===== src/rtl/bp_pkg.sv =====
// Shared types for the branch update queue: per-entry record and tag-width helper.
package bp_pkg;

  // Entry PC storage is sized for the widest supported PC; narrower PCs are zero-extended.
  localparam int unsigned BP_PC_MAX = 64;

  typedef struct packed {
    logic                 valid;
    logic                 resolved;
    logic [BP_PC_MAX-1:0] pc;
    logic                 pred;
    logic                 actual;
  } bq_entry_t;

  function automatic int unsigned bp_tag_bits(input int unsigned depth);
    return (depth < 2) ? 1 : $clog2(depth);
  endfunction

endpackage


===== src/rtl/branch_update_stats.sv =====
// Saturating retire/mispredict counters for the branch update queue.
// Present only when BUQ_STATS_EN is defined.
`ifdef BUQ_STATS_EN
module branch_update_stats (
  input  logic        clk,
  input  logic        rst,
  input  logic        wr_en,
  input  logic        mispredict,
  output logic [15:0] stat_retired,
  output logic [15:0] stat_mispredict
);

  always_ff @(posedge clk or posedge rst) begin
    if (rst) begin
      stat_retired    <= '0;
      stat_mispredict <= '0;
    end else begin
      if (wr_en && (stat_retired != '1))
        stat_retired <= stat_retired + 16'd1;
      if (mispredict && (stat_mispredict != '1))
        stat_mispredict <= stat_mispredict + 16'd1;
    end
  end

endmodule
`endif


===== src/rtl/branch_update_queue.sv =====
// In-order branch update queue: allocate at fetch, resolve out of order, retire in order.
// Optional statistics counters are enabled with macro BUQ_STATS_EN.
module branch_update_queue
  import bp_pkg::*;
#(
  parameter  int unsigned PC_BITS = 32,
  parameter  int unsigned DEPTH   = 8,
  localparam int unsigned TAG_W   = bp_tag_bits(DEPTH)
) (
  input  logic               clk,
  input  logic               rst,
  input  logic               alloc_valid,
  input  logic [PC_BITS-1:0] alloc_pc,
  input  logic               alloc_pred_taken,
  output logic               alloc_ready,
  output logic [TAG_W-1:0]   alloc_tag,
  input  logic               resolve_valid,
  input  logic [TAG_W-1:0]   resolve_tag,
  input  logic               resolve_taken,
  input  logic               flush,
  output logic               Wr_En,
  output logic [PC_BITS-1:0] Orig_PC,
  output logic               is_Taken,
  output logic               mispredict
`ifdef BUQ_STATS_EN
  ,
  output logic [15:0]        stat_retired,
  output logic [15:0]        stat_mispredict
`endif
);

  localparam logic [TAG_W:0] PTR_ONE = (TAG_W+1)'(1);

  bq_entry_t        entries [DEPTH];
  logic [TAG_W:0]   head;
  logic [TAG_W:0]   tail;
  logic [TAG_W-1:0] head_idx;
  logic [TAG_W-1:0] tail_idx;
  logic             full;
  logic             alloc_fire;
  logic             resolve_fire;
  logic             retire;
  bq_entry_t        head_e;

  assign head_idx = head[TAG_W-1:0];
  assign tail_idx = tail[TAG_W-1:0];
  // Same index with differing wrap bits means the tail has lapped the head.
  assign full     = (head_idx == tail_idx) && (head[TAG_W] != tail[TAG_W]);

  assign alloc_ready  = ~full;
  assign alloc_tag    = tail_idx;
  assign alloc_fire   = alloc_valid && !full;
  assign resolve_fire = resolve_valid && entries[resolve_tag].valid &&
                        !entries[resolve_tag].resolved;

  assign head_e = entries[head_idx];
  assign retire = head_e.valid && head_e.resolved && !flush;

  always_comb begin
    Wr_En      = 1'b0;
    Orig_PC    = '0;
    is_Taken   = 1'b0;
    mispredict = 1'b0;
    if (retire) begin
      Wr_En      = 1'b1;
      Orig_PC    = PC_BITS'(head_e.pc);
      is_Taken   = head_e.actual;
      mispredict = head_e.pred ^ head_e.actual;
    end
  end

  always_ff @(posedge clk or posedge rst) begin
    if (rst) begin
      for (int unsigned i = 0; i < DEPTH; i++)
        entries[i] <= '0;
      head <= '0;
      tail <= '0;
    end else if (flush) begin
      for (int unsigned i = 0; i < DEPTH; i++) begin
        entries[i].valid    <= 1'b0;
        entries[i].resolved <= 1'b0;
      end
      head <= '0;
      tail <= '0;
    end else begin
      if (retire) begin
        entries[head_idx].valid    <= 1'b0;
        entries[head_idx].resolved <= 1'b0;
        head                       <= head + PTR_ONE;
      end
      // Resolve targets only entries valid before this edge, so it never hits the head being
      // retired (already resolved) nor the slot being allocated (still invalid).
      if (resolve_fire) begin
        entries[resolve_tag].resolved <= 1'b1;
        entries[resolve_tag].actual   <= resolve_taken;
      end
      if (alloc_fire) begin
        entries[tail_idx] <= '{valid:    1'b1,
                               resolved: 1'b0,
                               pc:       BP_PC_MAX'(alloc_pc),
                               pred:     alloc_pred_taken,
                               actual:   1'b0};
        tail              <= tail + PTR_ONE;
      end
    end
  end

`ifdef BUQ_STATS_EN
  branch_update_stats u_stats (
    .clk             (clk),
    .rst             (rst),
    .wr_en           (Wr_En),
    .mispredict      (mispredict),
    .stat_retired    (stat_retired),
    .stat_mispredict (stat_mispredict)
  );
`endif

endmodule


===== config.mk =====
export PLATFORM = sky130hd
export DESIGN_NAME = branch_update_queue
export DESIGN_NICKNAME = d
export VERILOG_FILES = /design/src/rtl/bp_pkg.sv /design/src/rtl/branch_update_stats.sv /design/src/rtl/branch_update_queue.sv
export SDC_FILE = /design/constraint.sdc
export NUM_CORES = 1
export LEC_CHECK = 0
export BUFFER_PORTS_ARGS = -buffer_cell sky130_fd_sc_hd__buf_2
export CORE_MARGIN = 2
export CORE_UTILIZATION = 30
export CTS_CLUSTER_SIZE = 16
export DETAILED_ROUTE_END_ITERATION = 12
export PLACE_DENSITY = 0.56
export REMOVE_ABC_BUFFERS = 1
export SLEW_MARGIN = 20
export SYNTH_ARGS = -nofsm -noshare
export SYNTH_HDL_FRONTEND = slang
export SYNTH_HIERARCHICAL = 1
export SYNTH_SLANG_ARGS = --single-unit

===== constraint.sdc =====
create_clock -name clk -period 29.2 [get_ports clk]
set_input_delay 8.76 -clock clk [delete_from_list [all_inputs] [get_ports clk]]
set_output_delay 8.76 -clock clk [all_outputs]
set_load 0.05 [all_outputs]

==> summary.txt, run 1 <==
Status
  – Outcome: finished, final reports clean

Global route
  – Largest net degree at the start of global routing: 81
  – First-pass GRT wire length: approximately 52 mm
  – Vias in the first global route: between 8000 and 9000
  – Grt total ovfl: 0
  – Antenna violations before repair: 6
  – Gr usage total: 14.2%

Final layout
  – Final #Nets: 1060
  – Post-Layout Cell Count: 1642
  – ANT cells: 0
  – Most common cell after layout, fill and taps aside: dfrtp_1
  – Commonest cells after routing, fill and taps aside: dfrtp_1, mux2_2, buf_2, mux4_2, nor2_1
  – Share of cells above drive strength 1: 45.6%
  – Final Util: 35.4%
  – Area growth, synth to finish: 16.0%
  – Filler cell count in the final layout: 4397
  – Cell area after layout: 16100 um^2

Die
  – Rows: between 70 and 80
  – Die H: 219 um
  – Ports: just over 80
  – Core area: 45600 um^2
  – Initial core utilization: 30.5%
  – DIE AREA: between 40000 and 50000 um^2
  – Die W: 219 um

Synthesis
  – Mean Syn Cell Area: 14.7 um^2
  – EDFF count, synth: 0
  – Top cells by area, synth: dfrtp_1, mux2_2, mux4_2
  – Top cell type by total area after synthesis: dfrtp_1
  – Ys async rst share: 100%
  – Synth Flop Type: dfrtp_1
  – Synth unique cells: 51
  – Sequential area share after synthesis: between 50% and 60%
  – #FFs+latches synth: 296
  – Gate Count Post-Synth: 948
  – Area of the mapped netlist: between 10000 and 15000 um^2
  – Yosys warnings: 6
  – Post-synth top area share: a little over half

Power
  – Power Total: 1.10 mW
  – Max IR drop VDD: 0.0330 mV
  – Power Density: 68.2 nW/um^2
  – Pleak: 7.17 nW

Routing
  – DR iter-0 viols: 495
  – Routed vias: between 8000 and 9000
  – DRC Markers: 0
  – Via-per-instance ratio: around 5.0
  – First-pass iteration count of the detailed router: 5
  – WL final: approximately 33 mm
  – Routed len/inst: between 20 and 25 um
  – Post-route ant nets: 0

STA
  – Rel. slew slack: between 30% and 40%
  – Setup TNS: 0 ns
  – Slew of the pin with the lowest slew margin: 1.00 ns
  – FMAX: 50.8 MHz
  – Fin. max-slew vios: 0
  – Final Worst Setup Slack: 9.53 ns
  – Final setup vio count: 0
  – RSZ-0062 raised after global routing: false
  – Final period util: 67.3%
  – Worst hold slack: 0.483 ns
  – Fin. Hold Viols: 0
  – Final Skew: 0.00855 ns
  – Fin crit period: between 15 and 20 ns

Worst setup path
  – CP endpoint kind: output port
  – CP arrival: roughly 11 ns
  – Worst Path Max Fanout: 25
  – Worst Path Required: around 20 ns
  – WS Path Type: input pin to output port
  – Reg2Reg Depth: 6
  – Startpoint types: input pin

Clocking
  – Number of hold buffers added after CTS: 0
  – Clock sink count: 296
  – Maximum buffer depth of the clock tree: 3
  – TritonCTS clock tree: built
  – # resized after CTS: 0
  – Clk_lat worst skew: 0.51 ns
  – Num CTS Buffers: 35
  – Clk slew on worst S/H paths: 0.06 ns
  – H-tree Lvls: 2
  – Root buf cell: clkbuf_16
  – Buffer count from post-CTS setup fixing: 0

Placement
  – Pre-CTS worst setup slack: 9.48 ns
  – Routability Congestion: 0.794
  – Dpl cell area: 14900 um^2
  – Post-Place Cells: about 1600
  – DP Wirelength: between 15 and 20 mm
  – IO Port Bufs: 80

Flow run
  – Number of max-cap violations: 0

Hold path
  – Hold WC Path Type: register to register
  – Hold Path Depth: 1
## Yosys cell counts (all sizes together) (4+ instances only)
| library cell | number |
|---|---|
| o211ai | 5 |
| dfrtp | 296 |
| mux2 | 265 |
| nand3 | 15 |
| nand2 | 38 |
| clkbuf | 15 |
| xnor2 | 5 |
| nor3 | 12 |
| nor2 | 48 |
| inv | 7 |
| buf | 49 |
| nand2b | 7 |
| a31o | 4 |
| o21ai | 11 |
| nand3b | 4 |
| mux2i | 39 |
| mux4 | 69 |
| a21oi | 14 |
## sequential cells by signal (all words and copies together) (netlist names)
| register | cells |
|---|---|
| entries | 288 |
| head | 4 |
| tail | 4 |
## path summary, 6_finish.rpt
check / from / to / slack, ns
max: flush / is_Taken / 9.53
min: entries[205]$_DFFE_PP0P_ / entries[205]$_DFFE_PP0P_ / 0.48
max reg2reg: head[2]$_DFFE_PP0P_ / entries[344]$_DFFE_PP0P_ / 24.80
min reg2reg: entries[205]$_DFFE_PP0P_ / entries[205]$_DFFE_PP0P_ / 0.48
max in group asynchronous: rst / entries[369]$_DFFE_PP0P_ / 18.80
min in group asynchronous: rst / entries[7]$_DFFE_PP0P_ / 8.32
## report_power, final
group	switching, mW	total (mW)	leakage (nW)	internal, mW
combinational	0.0548	0.139	2.66	0.0847
clock	0.173	0.471	0.623	0.298
sequential	0.0275	0.490	3.88	0.463
total	0.255	1.10	7.17	0.845
## layout make-up
| type | count | area (um^2) | share of cell area [%] |
|---|---|---|---|
| sequential | 296 | 7420 | 46.0 |
| multi-input combinational | 581 | 6140 | 38.1 |
| clock buffer | 47 | 1010 | 6.27 |
| tap | 600 | 751 | 4.65 |
| timing repair buffer | 95 | 517 | 3.20 |
| clock inverter | 16 | 255 | 1.58 |
| inverter | 7 | 33.8 | 0.209 |
## metal layers
metal	vias to the layer above	track usage [%]	part of all wire, %
li1	3676	-	-
met1	4367	19.8	47
met2	158	22.6	46
met3	56	2.79	4.4
met4	10	3.56	1.9
met5	-	0	0.20
## kinds of logic (layout without fill, tap and decap cells)
family	after synthesis	after routing	share of synthesized area (%)
simple gates	150	150	5.69
flops	296	296	53.2
xor+xnor	7	7	0.441
compound gates	49	49	2.31
mux	373	373	35.4
buf+inv	71	165	2.71
fa+ha+maj	2	2	0.180
## worst max-delay path, cell delays in order
cell and delay [ns]:
buf_2 0.52, inv_1 0.45, o211ai_4 0.43, buf_4 0.39
nor2_1 0.08, buf_2 0.22
(Power assumes the default switching activity.)
==> inputs of run 2 (changes only) <==
--- a/config.mk
+++ b/config.mk
@@ -5,12 +5,13 @@
 export SDC_FILE = /design/constraint.sdc
 export NUM_CORES = 1
 export LEC_CHECK = 0
+export ABC_AREA = 1
 export BUFFER_PORTS_ARGS = -buffer_cell sky130_fd_sc_hd__buf_2
 export CORE_MARGIN = 2
 export CORE_UTILIZATION = 30
 export CTS_CLUSTER_SIZE = 16
 export DETAILED_ROUTE_END_ITERATION = 12
-export PLACE_DENSITY = 0.56
+export PLACE_DENSITY = 0.58
 export REMOVE_ABC_BUFFERS = 1
 export SLEW_MARGIN = 20
 export SYNTH_ARGS = -nofsm -noshare
==> constraint.sdc (replaced) <==
create_clock -name clk -period 16.93 [get_ports clk]
set_input_delay 5.079 -clock clk [delete_from_list [all_inputs] [get_ports clk]]
set_output_delay 5.079 -clock clk [all_outputs]
set_load 0.05 [all_outputs]
==> summary.txt, run 2 <==
Final layout
  – Filler cell count in the final layout: 5157 (+17%)
  – Share of cells above drive strength 1: 11.0% (-35 points)
  – Most common cell after layout, fill and taps aside: nand2_1
  – Commonest cells after routing, fill and taps aside: nand2_1, dfrtp_1, o21ai_0, inv_1, a21oi_1
  – Area growth, synth to finish: 12.3%
  – Largest Register: entries
  – Largest register FFs: 288 (unchanged)
  – ANT cells: 0 (unchanged)
  – Post-Layout Cell Count: 2612 (+59%)
  – Largest registers: entries x288, head x4, tail x4
  – Final #Nets: 1965 (+85%)

Die
  – Initial core utilization: 30.3% (-0.25 points)
  – Core area: 48800 um^2 (+7.2%)
  – Ports: 81 (unchanged)
  – Die W: 226 um (+3.1%)
  – DIE AREA: 51100 um^2 (+6.2%)
  – Rows: 81 (+3.8%)
  – Die H: 226 um (+3.1%)

Synthesis
  – Gate Count Post-Synth: 1934 (+100%)
  – #FFs+latches synth: 296 (unchanged)
  – Mean Syn Cell Area: 7.65 um^2 (-48%)
  – Top cell type by total area after synthesis: dfrtp_1
  – Sequential area share after synthesis: 50.1% (-3.2 points)
  – Most common cell in the netlist: nand2_1
  – Area of the mapped netlist: 14800 um^2 (+6.3%)
  – Synth Flop Type: dfrtp_1
  – Top cells by area, synth: dfrtp_1, nand2_1, o21ai_0
  – Ys async rst share: 100% (unchanged)
  – Yosys warnings: 6 (unchanged)
  – Post-synth top area share: 50.1% (-3.2 points)
  – Synth unique cells: 31 (-39%)
  – Top cell types by occurrence after synthesis: nand2_1, dfrtp_1, o21ai_0
  – EDFF count, synth: 0 (unchanged)

Worst setup path
  – Worst reg2reg endpoint: head[1]$_DFFE_PP0P_
  – CP endpoint kind: output port
  – Crit-path slowest cell: nand3_4
  – Worst Path Required: 11.85 ns (-8.59 ns)
  – Worst Path Max Fanout: 45 (+80%)
  – WS Path Type: input pin to output port
  – Crit Reg-Reg Startpoint: head[0]$_DFFE_PP0P_
  – Critical path capture point: Wr_En
  – CP most frequent cell: buf_2
  – WP depth: 5 (-1)
  – Delay-heaviest family, CP: buffers and inverters
  – Bufs and invs on worst path: 4 (unchanged)
  – Slowest stage delay, CP: 0.97 ns (+0.45 ns)
  – R2R Setup Slk: 12.61 ns (-12.19 ns)
  – CP arrival: 7.75 ns (-3.16 ns)
  – Chain of cells forming the critical path: buf_2 -> clkinv_1 -> nand3_4 -> inv_1 -> buf_2
  – Critical Path Source: flush
  – Startpoint types: input pin
  – Reg2Reg Depth: 11 (+5)

Clocking
  – Maximum buffer depth of the clock tree: 3 (unchanged)
  – H-tree Lvls: 2 (unchanged)
  – Clk slew on worst S/H paths: 0.06 ns (about the same)
  – Num CTS Buffers: 37 (+5.7%)
  – Root buf cell: clkbuf_16
  – # resized after CTS: 0 (unchanged)
  – Clock sink count: 296 (unchanged)
  – Number of hold buffers added after CTS: 0 (unchanged)
  – Buffer count from post-CTS setup fixing: 0 (unchanged)
  – Clk_lat worst skew: 0.56 ns (+0.05 ns)
  – TritonCTS clock tree: built

Hold path
  – Hold WC Path Type: register to register
  – Hold path start: entries[1]$_DFFE_PP0P_

Global route
  – Largest net degree at the start of global routing: 114 (+41%)
  – Grt total ovfl: 0 (unchanged)
  – First-pass GRT wire length: 66.8 mm (+27%)
  – Gr usage total: 16.8% (+2.6 points)
  – Vias in the first global route: 11600 (+33%)
  – Antenna violations before repair: 0 (-6)

Placement
  – Routability Congestion: 0.840 (+5.8%)
  – Post-Place Cells: 2546 (+61%)
  – DP Wirelength: 24.9 mm (+27%)
  – IO Port Bufs: 80 (unchanged)

STA
  – FMAX: between 70 and 80 MHz
  – Fin crit period: 12.82 ns
  – Final Skew: 0.0220 ns (+0.0134 ns)
  – RSZ-0062 raised after global routing: false
  – Final setup vio count: 0 (unchanged)
  – Fin. Hold Viols: 0 (unchanged)
  – Setup TNS: 0 ns (unchanged)
  – Final period util: between 70% and 80%
  – Slew of the pin with the lowest slew margin: 1.13 ns (+0.131 ns)
  – Fin. max-slew vios: 0 (unchanged)
  – Rel. slew slack: 24.5% (-8.5 points)

Routing
  – Via-per-instance ratio: 4.70 (-6.7%)
  – Routed vias: 12300 (+48%)
  – Post-route ant nets: 0 (unchanged)
  – First-pass iteration count of the detailed router: 6 (+1)
  – DRC Markers: 0 (unchanged)
  – Routed len/inst: 16.1 um (-21%)
  – WL final: 42.2 mm (+26%)
  – DR iter-0 viols: 1065 (+120%)

Power
  – Max IR drop VDD: 0.0632 mV (+91%)
  – Pleak: 8.68 nW (+21%)
  – Power Density: 114 nW/um^2 (+67%)

Status
  – Outcome: finished, final reports clean

Flow run
  – Number of max-cap violations: 0 (unchanged)
## run 2: cell types whose count changed in the layout (fill, tap and decap cells not counted), moves of 69 or more
cell,before,now
nand2_1,36,790
inv_1,6,156
o21ai_0,11,197
a21oi_1,14,140
mux2_2,232,0
mux4_2,69,0
## run 2: stage by stage
step | total power [mW] | area [um^2] | util, % | setup slack [ns] | hold slack [ns]
finish | 1.89 | 16600 | 34.0 | 4.11 | 0.467
global route | 1.99 | 16600 | 34.0 | 3.76 | 0.483
CTS | 1.91 | 16600 | 34.0 | 4.07 | 0.468
detailed placement | 1.09 | 15400 | 31.4 | 4.07 | 0.453
global placement | 1.08 | 15400 | 31.4 | 4.14 | 0.448
floorplan | 1.02 | 14000 | - | 3.68 | 0.437
## run 2: area by class of cell
type | instances | area (um^2) | area share, %
Tap cell | 664 | 831 | 5.00
Inverter | 167 | 634 | 3.82
Timing Repair Buffer | 97 | 528 | 3.18
Sequential cell | 296 | 7410 | 44.6
Clock inverter | 18 | 219 | 1.32
Clock buffer | 48 | 1040 | 6.25
Multi-Input combinational cell | 1322 | 5950 | 35.8
## run 2: worst min path at each step
stage | endpoint | cells after the start
final | entries[1]$_DFFE_PP0P_ | 2
after global routing | entries[147]$_DFFE_PP0P_ | 2
after CTS | entries[1]$_DFFE_PP0P_ | 2
after detailed placement | entries[1]$_DFFE_PP0P_ | 2
after global placement | entries[477]$_DFFE_PP0P_ | 2
after floorplan | entries[1]$_DFFE_PP0P_ | 2
## run 2: kinds of logic (layout without fill, tap and decap cells)
logic type                 Yosys count  after routing  share of synthesized area (%)
DFF                                296            296                           50.1
adders and majority gates            2              2                          0.169
AOI/OAI and AO/OA                  375            375                           12.8
buffers and inverters              316            330                           9.90
and+or+nand+nor                    940            940                           26.8
xor gates and xnor gates             5              5                          0.296
## run 2: worst register-to-register path, stage by stage (launching register included)
cell	delay, ns
dfrtp_4	0.74
buf_4	0.97
buf_4	0.92
nand2_1	0.15
nand3_1	0.12
nand2_1	0.07
inv_1	0.05
nand2_1	0.07
nand3_4	0.69
inv_1	0.15
nand2_1	0.15
o21ai_0	0.09
## run 2: routing by layer
layer | wire length [um] | vias to the layer above | GRT usage, %
li1 | - | 6063 | -
met1 | 19900 | 5814 | 23.9
met5 | 0 | - | 0
met4 | 1020 | 0 | 5.39
met2 | 18400 | 345 | 25.9
met3 | 2790 | 51 | 3.07
## run 2: where the power goes
| group | total [mW] | internal, mW | switching (mW) |
|---|---|---|---|
| Clock | 0.813 | 0.496 | 0.317 |
| Sequential | 0.878 | 0.828 | 0.0497 |
| Combinational | 0.199 | 0.0671 | 0.132 |
